==> src/rtl/conv_window_scheduler_if.sv <==
// Tap-request bus between the convolution window scheduler and the
// MAC/line-buffer stage, plus the layer control/status signals.
//
// Handshake: a tap transfers on a rising clk edge where tap_valid and
// tap_ready are both high. Once tap_valid is raised it stays high, and all
// tap_*/win_* fields stay stable, until that transfer happens. The only
// exceptions are abort and reset. tap_ready may toggle freely and never
// feeds back combinationally into tap_valid.
interface conv_window_scheduler_if #(
   parameter int DIM_W = 16
);
   logic                    start;
   logic                    abort;
   logic [DIM_W-1:0]        cfg_in_height;
   logic [DIM_W-1:0]        cfg_in_width;
   logic [DIM_W-1:0]        cfg_kernel_size;
   logic [DIM_W-1:0]        cfg_stride;
   logic [DIM_W-1:0]        cfg_padding;
   logic                    tap_valid;
   logic                    tap_ready;
   logic signed [DIM_W+1:0] tap_row;
   logic signed [DIM_W+1:0] tap_col;
   logic                    tap_pad;
   logic                    tap_first;
   logic                    tap_last;
   logic [DIM_W-1:0]        win_row;
   logic [DIM_W-1:0]        win_col;
   logic                    win_last;
   logic                    busy;
   logic                    done;
   logic                    cfg_error;
   logic [DIM_W-1:0]        out_height;
   logic [DIM_W-1:0]        out_width;

   modport master (
      output start, abort, cfg_in_height, cfg_in_width, cfg_kernel_size,
             cfg_stride, cfg_padding, tap_ready,
      input  tap_valid, tap_row, tap_col, tap_pad, tap_first, tap_last,
             win_row, win_col, win_last, busy, done, cfg_error,
             out_height, out_width
   );

   modport slave (
      input  start, abort, cfg_in_height, cfg_in_width, cfg_kernel_size,
             cfg_stride, cfg_padding, tap_ready,
      output tap_valid, tap_row, tap_col, tap_pad, tap_first, tap_last,
             win_row, win_col, win_last, busy, done, cfg_error,
             out_height, out_width
   );
endinterface

==> src/rtl/conv_window_scheduler.sv <==
// Convolution window scheduler: latches a layer configuration, checks it,
// then walks every output window and every kernel tap in order kx, ky,
// win_col, win_row, emitting one input coordinate per tap. Window origins
// are stepped by the stride until origin + K would pass IN + 2P, so no
// divider is needed. Optional macro CONV_SCHED_PERF_EN adds the perf_taps,
// perf_stalls and perf_pad counters.
module conv_window_scheduler #(
   parameter int DIM_W = 16
) (
   input  logic                   clk,
   input  logic                   rst_n,
   conv_window_scheduler_if.slave bus,
   output logic [1:0]             dbg_state_o
`ifdef CONV_SCHED_PERF_EN
  ,output logic [31:0]            perf_taps,
   output logic [31:0]            perf_stalls,
   output logic [31:0]            perf_pad
`endif
);

   // Three extra bits keep origin + S + K free of overflow for any DIM_W inputs.
   localparam int CW = DIM_W + 3;
   typedef logic signed [CW-1:0] cmp_t;

   typedef enum logic [1:0] {S_IDLE = 2'd0, S_CHECK = 2'd1, S_RUN = 2'd2, S_DONE = 2'd3} state_t;

   function automatic cmp_t ext(input logic [DIM_W-1:0] v);
      return cmp_t'({3'b000, v});
   endfunction

   state_t                  state_q;
   logic [DIM_W-1:0]        h_q, w_q, k_q, s_q, p_q;
   cmp_t                    org_r_q, org_c_q;
   logic [DIM_W-1:0]        ky_q, kx_q, wr_q, wc_q, max_wc_q;
   logic                    tap_valid_q, pad_q, first_q, last_q, wlast_q;
   logic                    busy_q, done_q, err_q;
   logic signed [DIM_W+1:0] tap_row_q, tap_col_q;
   logic [DIM_W-1:0]        oh_q, ow_q;

   cmp_t                    h_x, w_x, k_x, s_x, p_x;
   logic                    kx_end, ky_end, col_ok, row_ok, final_tap, cfg_bad, hs;
   cmp_t                    org_r_d, org_c_d, row_d, col_d;
   logic [DIM_W-1:0]        ky_d, kx_d, wr_d, wc_d;
   logic                    pad_d, first_d, last_d, wlast_d;

   assign h_x = ext(h_q);
   assign w_x = ext(w_q);
   assign k_x = ext(k_q);
   assign s_x = ext(s_q);
   assign p_x = ext(p_q);

   // A tap transfers only in RUN, and abort pre-empts a coincident transfer.
   assign hs = (state_q == S_RUN) & tap_valid_q & bus.tap_ready & ~bus.abort;

   // Next scan position (initial position when leaving CHECK) and the tap fields it implies.
   always_comb begin
      cfg_bad   = (k_q == '0) | (s_q == '0) | (h_q == '0) | (w_q == '0) |
                  (k_x > h_x + p_x + p_x) | (k_x > w_x + p_x + p_x);
      kx_end    = (kx_q == k_q - 1'b1);
      ky_end    = (ky_q == k_q - 1'b1);
      col_ok    = (org_c_q + s_x + k_x) <= (w_x + p_x);
      row_ok    = (org_r_q + s_x + k_x) <= (h_x + p_x);
      final_tap = kx_end & ky_end & ~col_ok & ~row_ok;
      org_r_d   = org_r_q;
      org_c_d   = org_c_q;
      ky_d      = ky_q;
      kx_d      = kx_q;
      wr_d      = wr_q;
      wc_d      = wc_q;
      if (state_q == S_CHECK) begin
         org_r_d = -p_x;
         org_c_d = -p_x;
         ky_d    = '0;
         kx_d    = '0;
         wr_d    = '0;
         wc_d    = '0;
      end else if (!kx_end) begin
         kx_d = kx_q + 1'b1;
      end else begin
         kx_d = '0;
         if (!ky_end) begin
            ky_d = ky_q + 1'b1;
         end else begin
            ky_d = '0;
            if (col_ok) begin
               org_c_d = org_c_q + s_x;
               wc_d    = wc_q + 1'b1;
            end else begin
               org_c_d = -p_x;
               wc_d    = '0;
               if (row_ok) begin
                  org_r_d = org_r_q + s_x;
                  wr_d    = wr_q + 1'b1;
               end
            end
         end
      end
      row_d   = org_r_d + ext(ky_d);
      col_d   = org_c_d + ext(kx_d);
      pad_d   = row_d[CW-1] | (row_d >= h_x) | col_d[CW-1] | (col_d >= w_x);
      first_d = (ky_d == '0) & (kx_d == '0);
      last_d  = (ky_d == k_q - 1'b1) & (kx_d == k_q - 1'b1);
      wlast_d = ((org_c_d + s_x + k_x) > (w_x + p_x)) & ((org_r_d + s_x + k_x) > (h_x + p_x));
   end

   // Layer FSM with all outputs registered; abort wins over every non-IDLE transition.
   always_ff @(posedge clk or negedge rst_n) begin
      if (!rst_n) begin
         state_q     <= S_IDLE;
         h_q         <= '0;
         w_q         <= '0;
         k_q         <= '0;
         s_q         <= '0;
         p_q         <= '0;
         org_r_q     <= '0;
         org_c_q     <= '0;
         ky_q        <= '0;
         kx_q        <= '0;
         wr_q        <= '0;
         wc_q        <= '0;
         max_wc_q    <= '0;
         tap_valid_q <= 1'b0;
         tap_row_q   <= '0;
         tap_col_q   <= '0;
         pad_q       <= 1'b0;
         first_q     <= 1'b0;
         last_q      <= 1'b0;
         wlast_q     <= 1'b0;
         busy_q      <= 1'b0;
         done_q      <= 1'b0;
         err_q       <= 1'b0;
         oh_q        <= '0;
         ow_q        <= '0;
      end else begin
         done_q <= 1'b0;
         err_q  <= 1'b0;
         if ((state_q != S_IDLE) && bus.abort) begin
            state_q     <= S_IDLE;
            tap_valid_q <= 1'b0;
            busy_q      <= 1'b0;
         end else begin
            case (state_q)
               S_IDLE: begin
                  if (bus.start) begin
                     h_q     <= bus.cfg_in_height;
                     w_q     <= bus.cfg_in_width;
                     k_q     <= bus.cfg_kernel_size;
                     s_q     <= bus.cfg_stride;
                     p_q     <= bus.cfg_padding;
                     busy_q  <= 1'b1;
                     state_q <= S_CHECK;
                  end
               end
               S_CHECK: begin
                  if (cfg_bad) begin
                     err_q   <= 1'b1;
                     busy_q  <= 1'b0;
                     state_q <= S_IDLE;
                  end else begin
                     max_wc_q    <= '0;
                     tap_valid_q <= 1'b1;
                     state_q     <= S_RUN;
                  end
               end
               S_RUN: begin
                  if (hs && final_tap) begin
                     tap_valid_q <= 1'b0;
                     busy_q      <= 1'b0;
                     done_q      <= 1'b1;
                     oh_q        <= wr_q + 1'b1;
                     ow_q        <= max_wc_q + 1'b1;
                     state_q     <= S_DONE;
                  end else if (hs && (wc_d > max_wc_q)) begin
                     max_wc_q <= wc_d;
                  end
               end
               default: state_q <= S_IDLE;
            endcase
            // Position and tap fields move together: on entry to RUN and on each non-final transfer.
            if ((state_q == S_CHECK && !cfg_bad) || (hs && !final_tap)) begin
               org_r_q   <= org_r_d;
               org_c_q   <= org_c_d;
               ky_q      <= ky_d;
               kx_q      <= kx_d;
               wr_q      <= wr_d;
               wc_q      <= wc_d;
               tap_row_q <= row_d[DIM_W+1:0];
               tap_col_q <= col_d[DIM_W+1:0];
               pad_q     <= pad_d;
               first_q   <= first_d;
               last_q    <= last_d;
               wlast_q   <= wlast_d;
            end
         end
      end
   end

   assign bus.tap_valid  = tap_valid_q;
   assign bus.tap_row    = tap_row_q;
   assign bus.tap_col    = tap_col_q;
   assign bus.tap_pad    = pad_q;
   assign bus.tap_first  = first_q;
   assign bus.tap_last   = last_q;
   assign bus.win_row    = wr_q;
   assign bus.win_col    = wc_q;
   assign bus.win_last   = wlast_q;
   assign bus.busy       = busy_q;
   assign bus.done       = done_q;
   assign bus.cfg_error  = err_q;
   assign bus.out_height = oh_q;
   assign bus.out_width  = ow_q;
   assign dbg_state_o    = state_q;

`ifdef CONV_SCHED_PERF_EN
   logic [31:0] perf_taps_q, perf_stalls_q, perf_pad_q;

   // Saturating activity counters, cleared on an accepted start and frozen outside RUN.
   always_ff @(posedge clk or negedge rst_n) begin
      if (!rst_n) begin
         perf_taps_q   <= '0;
         perf_stalls_q <= '0;
         perf_pad_q    <= '0;
      end else if (state_q == S_IDLE && bus.start) begin
         perf_taps_q   <= '0;
         perf_stalls_q <= '0;
         perf_pad_q    <= '0;
      end else if (state_q == S_RUN && !bus.abort) begin
         if (hs && perf_taps_q != '1)
            perf_taps_q <= perf_taps_q + 32'd1;
         if (hs && pad_q && perf_pad_q != '1)
            perf_pad_q <= perf_pad_q + 32'd1;
         if (tap_valid_q && !bus.tap_ready && perf_stalls_q != '1)
            perf_stalls_q <= perf_stalls_q + 32'd1;
      end
   end

   assign perf_taps   = perf_taps_q;
   assign perf_stalls = perf_stalls_q;
   assign perf_pad    = perf_pad_q;
`endif

endmodule
==> src/flat_wrapper.sv <==
// flat-port wrapper written by rule: the top's interface ports become plain ports
module conv_window_scheduler_flat 
#(
   parameter int DIM_W = 16
)
  (clk, rst_n, dbg_state_o, bus_start, bus_abort, bus_cfg_in_height, bus_cfg_in_width, bus_cfg_kernel_size, bus_cfg_stride, bus_cfg_padding, bus_tap_ready, bus_tap_valid, bus_tap_row, bus_tap_col, bus_tap_pad, bus_tap_first, bus_tap_last, bus_win_row, bus_win_col, bus_win_last, bus_busy, bus_done, bus_cfg_error, bus_out_height, bus_out_width);
  conv_window_scheduler_if #(.DIM_W(DIM_W)) bus_i ();
  input  logic clk;
  input  logic rst_n;
  output logic [1:0] dbg_state_o;
  input wire logic [$bits(bus_i.start)-1:0] bus_start;
  input wire logic [$bits(bus_i.abort)-1:0] bus_abort;
  input wire logic [$bits(bus_i.cfg_in_height)-1:0] bus_cfg_in_height;
  input wire logic [$bits(bus_i.cfg_in_width)-1:0] bus_cfg_in_width;
  input wire logic [$bits(bus_i.cfg_kernel_size)-1:0] bus_cfg_kernel_size;
  input wire logic [$bits(bus_i.cfg_stride)-1:0] bus_cfg_stride;
  input wire logic [$bits(bus_i.cfg_padding)-1:0] bus_cfg_padding;
  input wire logic [$bits(bus_i.tap_ready)-1:0] bus_tap_ready;
  output wire logic [$bits(bus_i.tap_valid)-1:0] bus_tap_valid;
  output wire logic [$bits(bus_i.tap_row)-1:0] bus_tap_row;
  output wire logic [$bits(bus_i.tap_col)-1:0] bus_tap_col;
  output wire logic [$bits(bus_i.tap_pad)-1:0] bus_tap_pad;
  output wire logic [$bits(bus_i.tap_first)-1:0] bus_tap_first;
  output wire logic [$bits(bus_i.tap_last)-1:0] bus_tap_last;
  output wire logic [$bits(bus_i.win_row)-1:0] bus_win_row;
  output wire logic [$bits(bus_i.win_col)-1:0] bus_win_col;
  output wire logic [$bits(bus_i.win_last)-1:0] bus_win_last;
  output wire logic [$bits(bus_i.busy)-1:0] bus_busy;
  output wire logic [$bits(bus_i.done)-1:0] bus_done;
  output wire logic [$bits(bus_i.cfg_error)-1:0] bus_cfg_error;
  output wire logic [$bits(bus_i.out_height)-1:0] bus_out_height;
  output wire logic [$bits(bus_i.out_width)-1:0] bus_out_width;
  assign bus_i.start = bus_start;
  assign bus_i.abort = bus_abort;
  assign bus_i.cfg_in_height = bus_cfg_in_height;
  assign bus_i.cfg_in_width = bus_cfg_in_width;
  assign bus_i.cfg_kernel_size = bus_cfg_kernel_size;
  assign bus_i.cfg_stride = bus_cfg_stride;
  assign bus_i.cfg_padding = bus_cfg_padding;
  assign bus_i.tap_ready = bus_tap_ready;
  assign bus_tap_valid = bus_i.tap_valid;
  assign bus_tap_row = bus_i.tap_row;
  assign bus_tap_col = bus_i.tap_col;
  assign bus_tap_pad = bus_i.tap_pad;
  assign bus_tap_first = bus_i.tap_first;
  assign bus_tap_last = bus_i.tap_last;
  assign bus_win_row = bus_i.win_row;
  assign bus_win_col = bus_i.win_col;
  assign bus_win_last = bus_i.win_last;
  assign bus_busy = bus_i.busy;
  assign bus_done = bus_i.done;
  assign bus_cfg_error = bus_i.cfg_error;
  assign bus_out_height = bus_i.out_height;
  assign bus_out_width = bus_i.out_width;
  conv_window_scheduler #(.DIM_W(DIM_W)) u_core (.clk(clk), .rst_n(rst_n), .bus(bus_i), .dbg_state_o(dbg_state_o));
endmodule
==> config.mk <==
export PLATFORM = sky130hd
export DESIGN_NAME = conv_window_scheduler_flat
export DESIGN_NICKNAME = d
export VERILOG_FILES = /design/src/rtl/conv_window_scheduler_if.sv /design/src/rtl/conv_window_scheduler.sv /design/src/flat_wrapper.sv
export SDC_FILE = /design/constraint.sdc
export NUM_CORES = 1
export LEC_CHECK = 0
export CAP_MARGIN = 10
export CORE_MARGIN = 2
export CORE_UTILIZATION = 50
export DETAILED_ROUTE_END_ITERATION = 8
export GPL_TIMING_DRIVEN = 0
export HOLD_SLACK_MARGIN = 0.06
export PLACE_DENSITY = 0.65
export SLEW_MARGIN = 25
export SYNTH_ARGS = -nofsm -noshare
export SYNTH_HDL_FRONTEND = slang
export SYNTH_SLANG_ARGS = --single-unit
==> constraint.sdc <==
create_clock -name clk -period 14 [get_ports clk]
set_input_delay 3.5 -clock clk [delete_from_list [all_inputs] [get_ports clk]]
set_output_delay 3.5 -clock clk [all_outputs]
set_load 0.005 [all_outputs]
# ---- After elaboration in Yosys (flattened, before gate mapping)
# Index checks and enable logic that the tools add are counted.
dict set report word_totals {
  out_inout_bits 110
  input_bits 85
  word_cells 166
  register_bits 276
}
dict set report classes {
  muxes 46
  bitwise 21
  n_lt_le_gt_ge 9
  n_reduce_logical 30
  n_eq_ne 14
  n_addsub 21
}
# cell count
set ops {}
lappend ops {{16-bit 2-to-1 mux} 17}
lappend ops {{19-bit by 17-bit adder with 19-bit output} 12}
lappend ops {{19-bit 2-to-1 mux} 9}
lappend ops {{16-bit logical NOT} 6}
lappend ops {{16-bit by 1-bit adder with 16-bit output (second input constant)} 5}
lappend ops {{16-bit equality test} 4}
lappend ops {{19-bit by 17-bit >= comparator with 1-bit output} 2}
lappend ops {{17-bit by 19-bit > comparator with 1-bit output} 2}
lappend ops {{19-bit > comparator} 2}
lappend ops {{19-bit less-or-equal comparator} 2}
lappend ops {{16-bit by 16-bit adder with 17-bit output} 2}
lappend ops {{16-bit one-hot mux with 2 select lines} 1}
lappend ops {{16-bit negation with 19-bit output} 1}
lappend ops {{16-bit > comparator} 1}
lappend ops {{16-bit by 1-bit subtractor with 16-bit output (second input constant)} 1}
lappend ops {{1-bit 2-to-1 mux} 12}
lappend ops {{2-bit nonzero test} 5}
lappend ops {{1-bit AND} 9}
lappend ops {{3-bit AND reduction} 3}
lappend ops {{2-bit 2-to-1 mux} 4}
lappend ops {{2-bit != test (second input constant)} 4}
lappend ops {{1-bit bitwise OR} 8}
lappend ops {{3-bit != test (second input constant)} 2}
lappend ops {{2-bit one-hot mux with 3 select lines} 1}
lappend ops {{17 further kinds} 26}

# ---- Logic depth before layout (Yosys ltp)
dict set report logic_depth {
  ltp_word 13
  ltp_mapped 54
  depth_no_buf 53
}

# ---- Worst setup path after synthesis
# Ideal clock, no wire load.
dict set report synth_path {
  kind {reg2reg}
  start {reg u_core.s_q[0]}
  end {reg u_core.wlast_q (netlist: u_core.bus.win_last)}
  synth_period_minus_slack_ns 10.257
  n_path_buf 3
  stages_incl_launch_ff 53
  setup_slack_ns 3.743
  t_required_ns 13.879
  t_arrival_ns 10.136
  cell_sequence {dfrtp_1 > ha_1 > fa_1 > a211oi_1 > o21ai_0 > a31oi_1 > o21bai_1 > a21oi_1 > xnor2_1 > ha_1 > and3_1 > and2_1 > nand3_1 > nand2_1 > a21o_1 > a21oi_1 > xnor2_1 > ha_1 > [17 not listed] > a21o_1 > a21oi_1 > o21bai_1 > a21oi_1 > o21bai_1 > a41o_1 > nor4_1 > nor3_1 > xor2_1 > ha_1 > a21oi_1 > nor2b_1 > o21ai_0 > nand2b_1 > a221o_1 > a211oi_1 > a2111oi_0 > a22o_1}
}
dict set report synth_between {
  elab_chain_cells 12
}
# item line
set synth_lines {}
lappend synth_lines {{from (decl)} conv_window_scheduler.sv:32} ;# logic [DIM_W-1:0] h_q, w_q, k_q, s_q, p_q;
lappend synth_lines {{from (signal assigned)} conv_window_scheduler.sv:148} ;# s_q <= bus.cfg_stride;
lappend synth_lines {{19-bit by 17-bit adder with 19-bit output} {conv_window_scheduler.sv:62, conv_window_scheduler.sv:92}}
lappend synth_lines {{19-bit by 17-bit adder with 19-bit output} conv_window_scheduler.sv:62} ;# row_ok = (org_r_q + s_x + k_x) <= (h_x + p_x);
lappend synth_lines {{19-bit less-or-equal comparator} conv_window_scheduler.sv:62}
lappend synth_lines {{19-bit 2-to-1 mux} conv_window_scheduler.sv:91} ;# if (row_ok) begin
lappend synth_lines {{19-bit 2-to-1 mux (*)} conv_window_scheduler.sv:85} ;# if (col_ok) begin
lappend synth_lines {{19-bit 2-to-1 mux (*)} conv_window_scheduler.sv:81} ;# if (!ky_end) begin
lappend synth_lines {{19-bit 2-to-1 mux (*)} conv_window_scheduler.sv:77} ;# end else if (!kx_end) begin
lappend synth_lines {{19-bit 2-to-1 mux (*)} conv_window_scheduler.sv:70} ;# if (state_q == S_CHECK) begin
lappend synth_lines {{via u_core.org_r_d[1]} conv_window_scheduler.sv:42} ;# cmp_t org_r_d, org_c_d, row_d, col_d;
lappend synth_lines {{19-bit by 17-bit adder with 19-bit output (*) (2 in series)} conv_window_scheduler.sv:103} ;# wlast_d = ((org_c_d + s_x + k_x) > (w_x + p_x)) & ((org_r_d + s_x + k_x) > (h_x + p_x));
lappend synth_lines {{19-bit > comparator (*)} conv_window_scheduler.sv:103}
lappend synth_lines {{1-bit AND (*)} conv_window_scheduler.sv:103}
lappend synth_lines {{to (signal assigned)} conv_window_scheduler.sv:192} ;# wlast_q <= wlast_d;
lappend synth_lines {{to (decl)} conv_window_scheduler.sv:35} ;# logic tap_valid_q, pad_q, first_q, last_q, wlast_q;
# The timed path passes the listed nets; every way through them passes the cells marked *.
# A chain may end at the register's enable or synchronous reset.

# ---- Worst setup path in the final report
dict set report layout_path {
  start {reg u_core.s_q[0]}
  end {reg u_core.wlast_q (netlist: u_core.bus.win_last)}
}
dict set report layout_between {
  elab_chain_cells 12
}
# item line
set layout_lines {}
lappend layout_lines {{19-bit by 17-bit adder with 19-bit output} {conv_window_scheduler.sv:62, conv_window_scheduler.sv:92}}
lappend layout_lines {{19-bit by 17-bit adder with 19-bit output} conv_window_scheduler.sv:62}
lappend layout_lines {{19-bit less-or-equal comparator} conv_window_scheduler.sv:62}
lappend layout_lines {{19-bit 2-to-1 mux} conv_window_scheduler.sv:91}
lappend layout_lines {{19-bit 2-to-1 mux} conv_window_scheduler.sv:85}
lappend layout_lines {{19-bit 2-to-1 mux} conv_window_scheduler.sv:81}
lappend layout_lines {{19-bit 2-to-1 mux} conv_window_scheduler.sv:77}
lappend layout_lines {{19-bit 2-to-1 mux} conv_window_scheduler.sv:70}
lappend layout_lines {{19-bit by 17-bit adder with 19-bit output (2 in series)} conv_window_scheduler.sv:103}
lappend layout_lines {{19-bit > comparator} conv_window_scheduler.sv:103}
lappend layout_lines {{1-bit AND} conv_window_scheduler.sv:103}
# Parallel ways exist; a longest one is shown, timed or not.

==> flow_summary.ini <==
[outcome]
status = finished, final reports clean

[setup_path]
startpoint = u_core.s_q[0]$_DFFE_PN0P_
start_kind = flop
r2r_slack_ps = 720
path_class = flop to flop
crit_required_ps = 14510
r2r_cells = 51
slowest_delay_ps = 760
r2r-start = u_core.s_q[0]$_DFFE_PN0P_
timing.rr.end = u_core.bus.win_last$_DFFE_PN0P_
slowest_stage = a21oi_1
crit_end = u_core.bus.win_last$_DFFE_PN0P_
cp-end-kind = flop
crit_arrival_ps = 13790
cp_max_fo = 10
cp_common_cell = ha_1

[route]
final_antenna_net_count = 0
wl_um = 116000
via_per_inst = 6.36
via_count = 28071
wl_per_cell_um = 26.3
drt_first_pass_iters = 6
initialDrtViolationCount = 2974
drc_errors = 0

[logic_synthesis]
syn_area_um2 = 29000
ys_types = 90
ys.flop_type = dfrtp_1
yosys.area.top_type = dfrtp_1
synth_nets = 3866
netlist_instances = 3385
yosys_warnings = 0
ys_ff_latch = 276
yosysSeqAreaShare_pct = 23.8
synth.top_cell.area_share_pct = 23.8
async_flop_share_pct = 100
syn_area_per_cell_um2 = 8.57
synthTopCellsByArea = dfrtp_1 24%, ha_1 15%, mux2_2 6.3%
yosysMostFrequentCell = ha_1
synth_edf_count = 0
synth_common_cells = 352 x ha_1, 291 x inv_1, 276 x dfrtp_1

[global_routing]
grt_max_degree = 90
grt_pass1_vias = 27147
grt.total_usage_pct = 38.1
grt_pass1_wl_um = 170000
antenna_found_initial = 1
grt.overflow.total = 0

[final_layout]
multi_input_comb_area_um2 = 20600
area_growth_syn_to_layout_pct = 15.0
finalNetCount = 4102
n_antenna_cell = 0
drive_gt1_share_pct = 8.14
final_cells = 4413
fill_cells = 5154
regArea_um2 = 6910

[clock_tree]
cts_tree = done
cts_made_buffers = 36
post_cts_resized = 0
cts.sinks = 276
cts_hold_buf = 0
cts_setup_buffers = 0
cts.htree.levels = 2
root_buffer = clkbuf_16
clockBufferDepth = 3
insertion_delay_ps = 590
clk_pin_slew_ps = 60

[timing]
period_needed_ps = 13280
finalHoldViolations = 0
slew_headroom_pct = 20.8
tns_ps = 0
fmax_mhz = 75.3
rsz0062_at_grt = no
finalCritPeriodShare_pct = 94.9
worstMarginPinSlew_ps = 1190
report.final.slew_viol_count = 0
skew_ps = 37.7
finalSetupViolations = 0

[placement]
placed_cells = 4348
io_buffer_count = 194
dpl.hpwl_um = 94200
gp_congestion = 1.02

[die]
die_area_um2 = 60000
start_util_pct = 50.5
core_um2 = 57500
io_pins = 195
die_width_um = 245
fp.dieH_um = 245
num_rows = 88

[min_path]
hp-class = flop to flop

[flow_run]
maxCapViolations = 0
placed cells by master, fill, tap and decap left out, types with 18 or more instances in the layout:
cell / count
ha_1: 352
inv_1: 291
dfrtp_1: 275
nand2_1: 260
o21ai_0: 210
xnor2_1: 203
nor2_1: 199
clkdlybuf4s50_1: 193
a21oi_1: 176
mux2_2: 162
nand3_1: 97
xor2_1: 94
clkbuf_1: 85
a21o_1: 79
nor3_1: 78
nand4_1: 58
nor2b_1: 49
fa_1: 44
o21a_1: 42
mux2i_1: 42
and3_1: 39
nor4_1: 38
clkbuf_16: 36
o21bai_1: 34
a211oi_1: 31
nand2b_1: 30
o31ai_1: 28
or3_1: 24
a22oi_1: 23
buf_2: 23
a31oi_1: 20
o211ai_1: 18
state kept, by name, summed over array words and instances (netlist names), 2 cells and up:
signal                 count
u_core.bus.out_height     16
u_core.bus.tap_col        18
u_core.bus.win_col        16
u_core.org_c_q            19
u_core.dbg_state_o         2
u_core.bus.win_row        16
u_core.org_r_q            19
u_core.s_q                16
u_core.bus.out_width      16
u_core.bus.tap_row        18
u_core.k_q                16
u_core.kx_q               16
u_core.w_q                16
u_core.ky_q               16
u_core.p_q                16
u_core.h_q                16
u_core.max_wc_q           16
layer usage:
layer | part of all wire, % | wire length [um] | track usage [%] | vias to the layer above
met2 | 43 | 49500 | 57.6 | 1471
met3 | 9.6 | 11200 | 6.69 | 276
met5 | 0 | 0 | 0 | -
li1 | - | - | - | 12701
met1 | 41 | 47900 | 51.2 | 13623
met4 | 6.4 | 7420 | 21.6 | 0
cells by family (layout without fill, tap and decap cells):
| kind of cell | after synthesis | in the layout | share of synthesized area (%) |
|---|---|---|---|
| simple gates | 965 | 965 | 16.8 |
| compound gates | 833 | 833 | 18.9 |
| buf+inv | 413 | 676 | 5.44 |
| fa+ha+maj | 396 | 396 | 18.2 |
| xor+xnor | 298 | 298 | 9.05 |
| flops | 276 | 276 | 23.8 |
| mux | 204 | 204 | 7.74 |
worst max-delay path: cells and delay by family, from the launching register on:
family / cells / cell delay, ps
compound gates: 24 / 6780
fa+ha+maj: 8 / 2710
simple gates: 13 / 2010
xor+xnor: 3 / 650
buf+inv: 3 / 570
flops: 1 / 500
cell type report:
cell class                 count  area share [%]
tap                          765            2.87
clock buffer                  49            3.06
multi-input combinational   2696            61.6
sequential                   276            20.7
inverter                     294            3.31
buffer                       119            1.43
clock inverter                16           0.885
timing repair buffer         198            6.10
per-stage QoR:
stage / hold slack (ps) / utilization (%) / area [um2] / worst slack [ps]
finish: 475 / 58.0 / 33300 / 716
global route: 497 / 58.0 / 33300 / 48.6
CTS: 481 / 58.0 / 33300 / 287
detailed placement: 469 / 55.7 / 32000 / 366
global placement: 462 / 55.5 / 31900 / -3040
floorplan: 463 / - / 29000 / 3740
how the worst min path moves through the flow:
stage,start,end,slack [ps],cells past startpoint
after floorplan,u_core.bus.out_height[1]$_DFFE_PN0P_,u_core.bus.out_height[1]$_DFFE_PN0P_,460,2
after global routing,u_core.bus.out_height[1]$_DFFE_PN0P_,u_core.bus.out_height[1]$_DFFE_PN0P_,500,2
after detailed placement,u_core.bus.out_height[1]$_DFFE_PN0P_,u_core.bus.out_height[1]$_DFFE_PN0P_,470,2
after global placement,u_core.bus.out_height[1]$_DFFE_PN0P_,u_core.bus.out_height[1]$_DFFE_PN0P_,460,2
final,u_core.bus.out_width[7]$_DFFE_PN0P_,u_core.bus.out_width[7]$_DFFE_PN0P_,480,2
after CTS,u_core.bus.out_height[1]$_DFFE_PN0P_,u_core.bus.out_height[1]$_DFFE_PN0P_,480,2
Power is not shown: default switching activity piles up to over one toggle a cycle in this logic, so the estimate is an artifact.
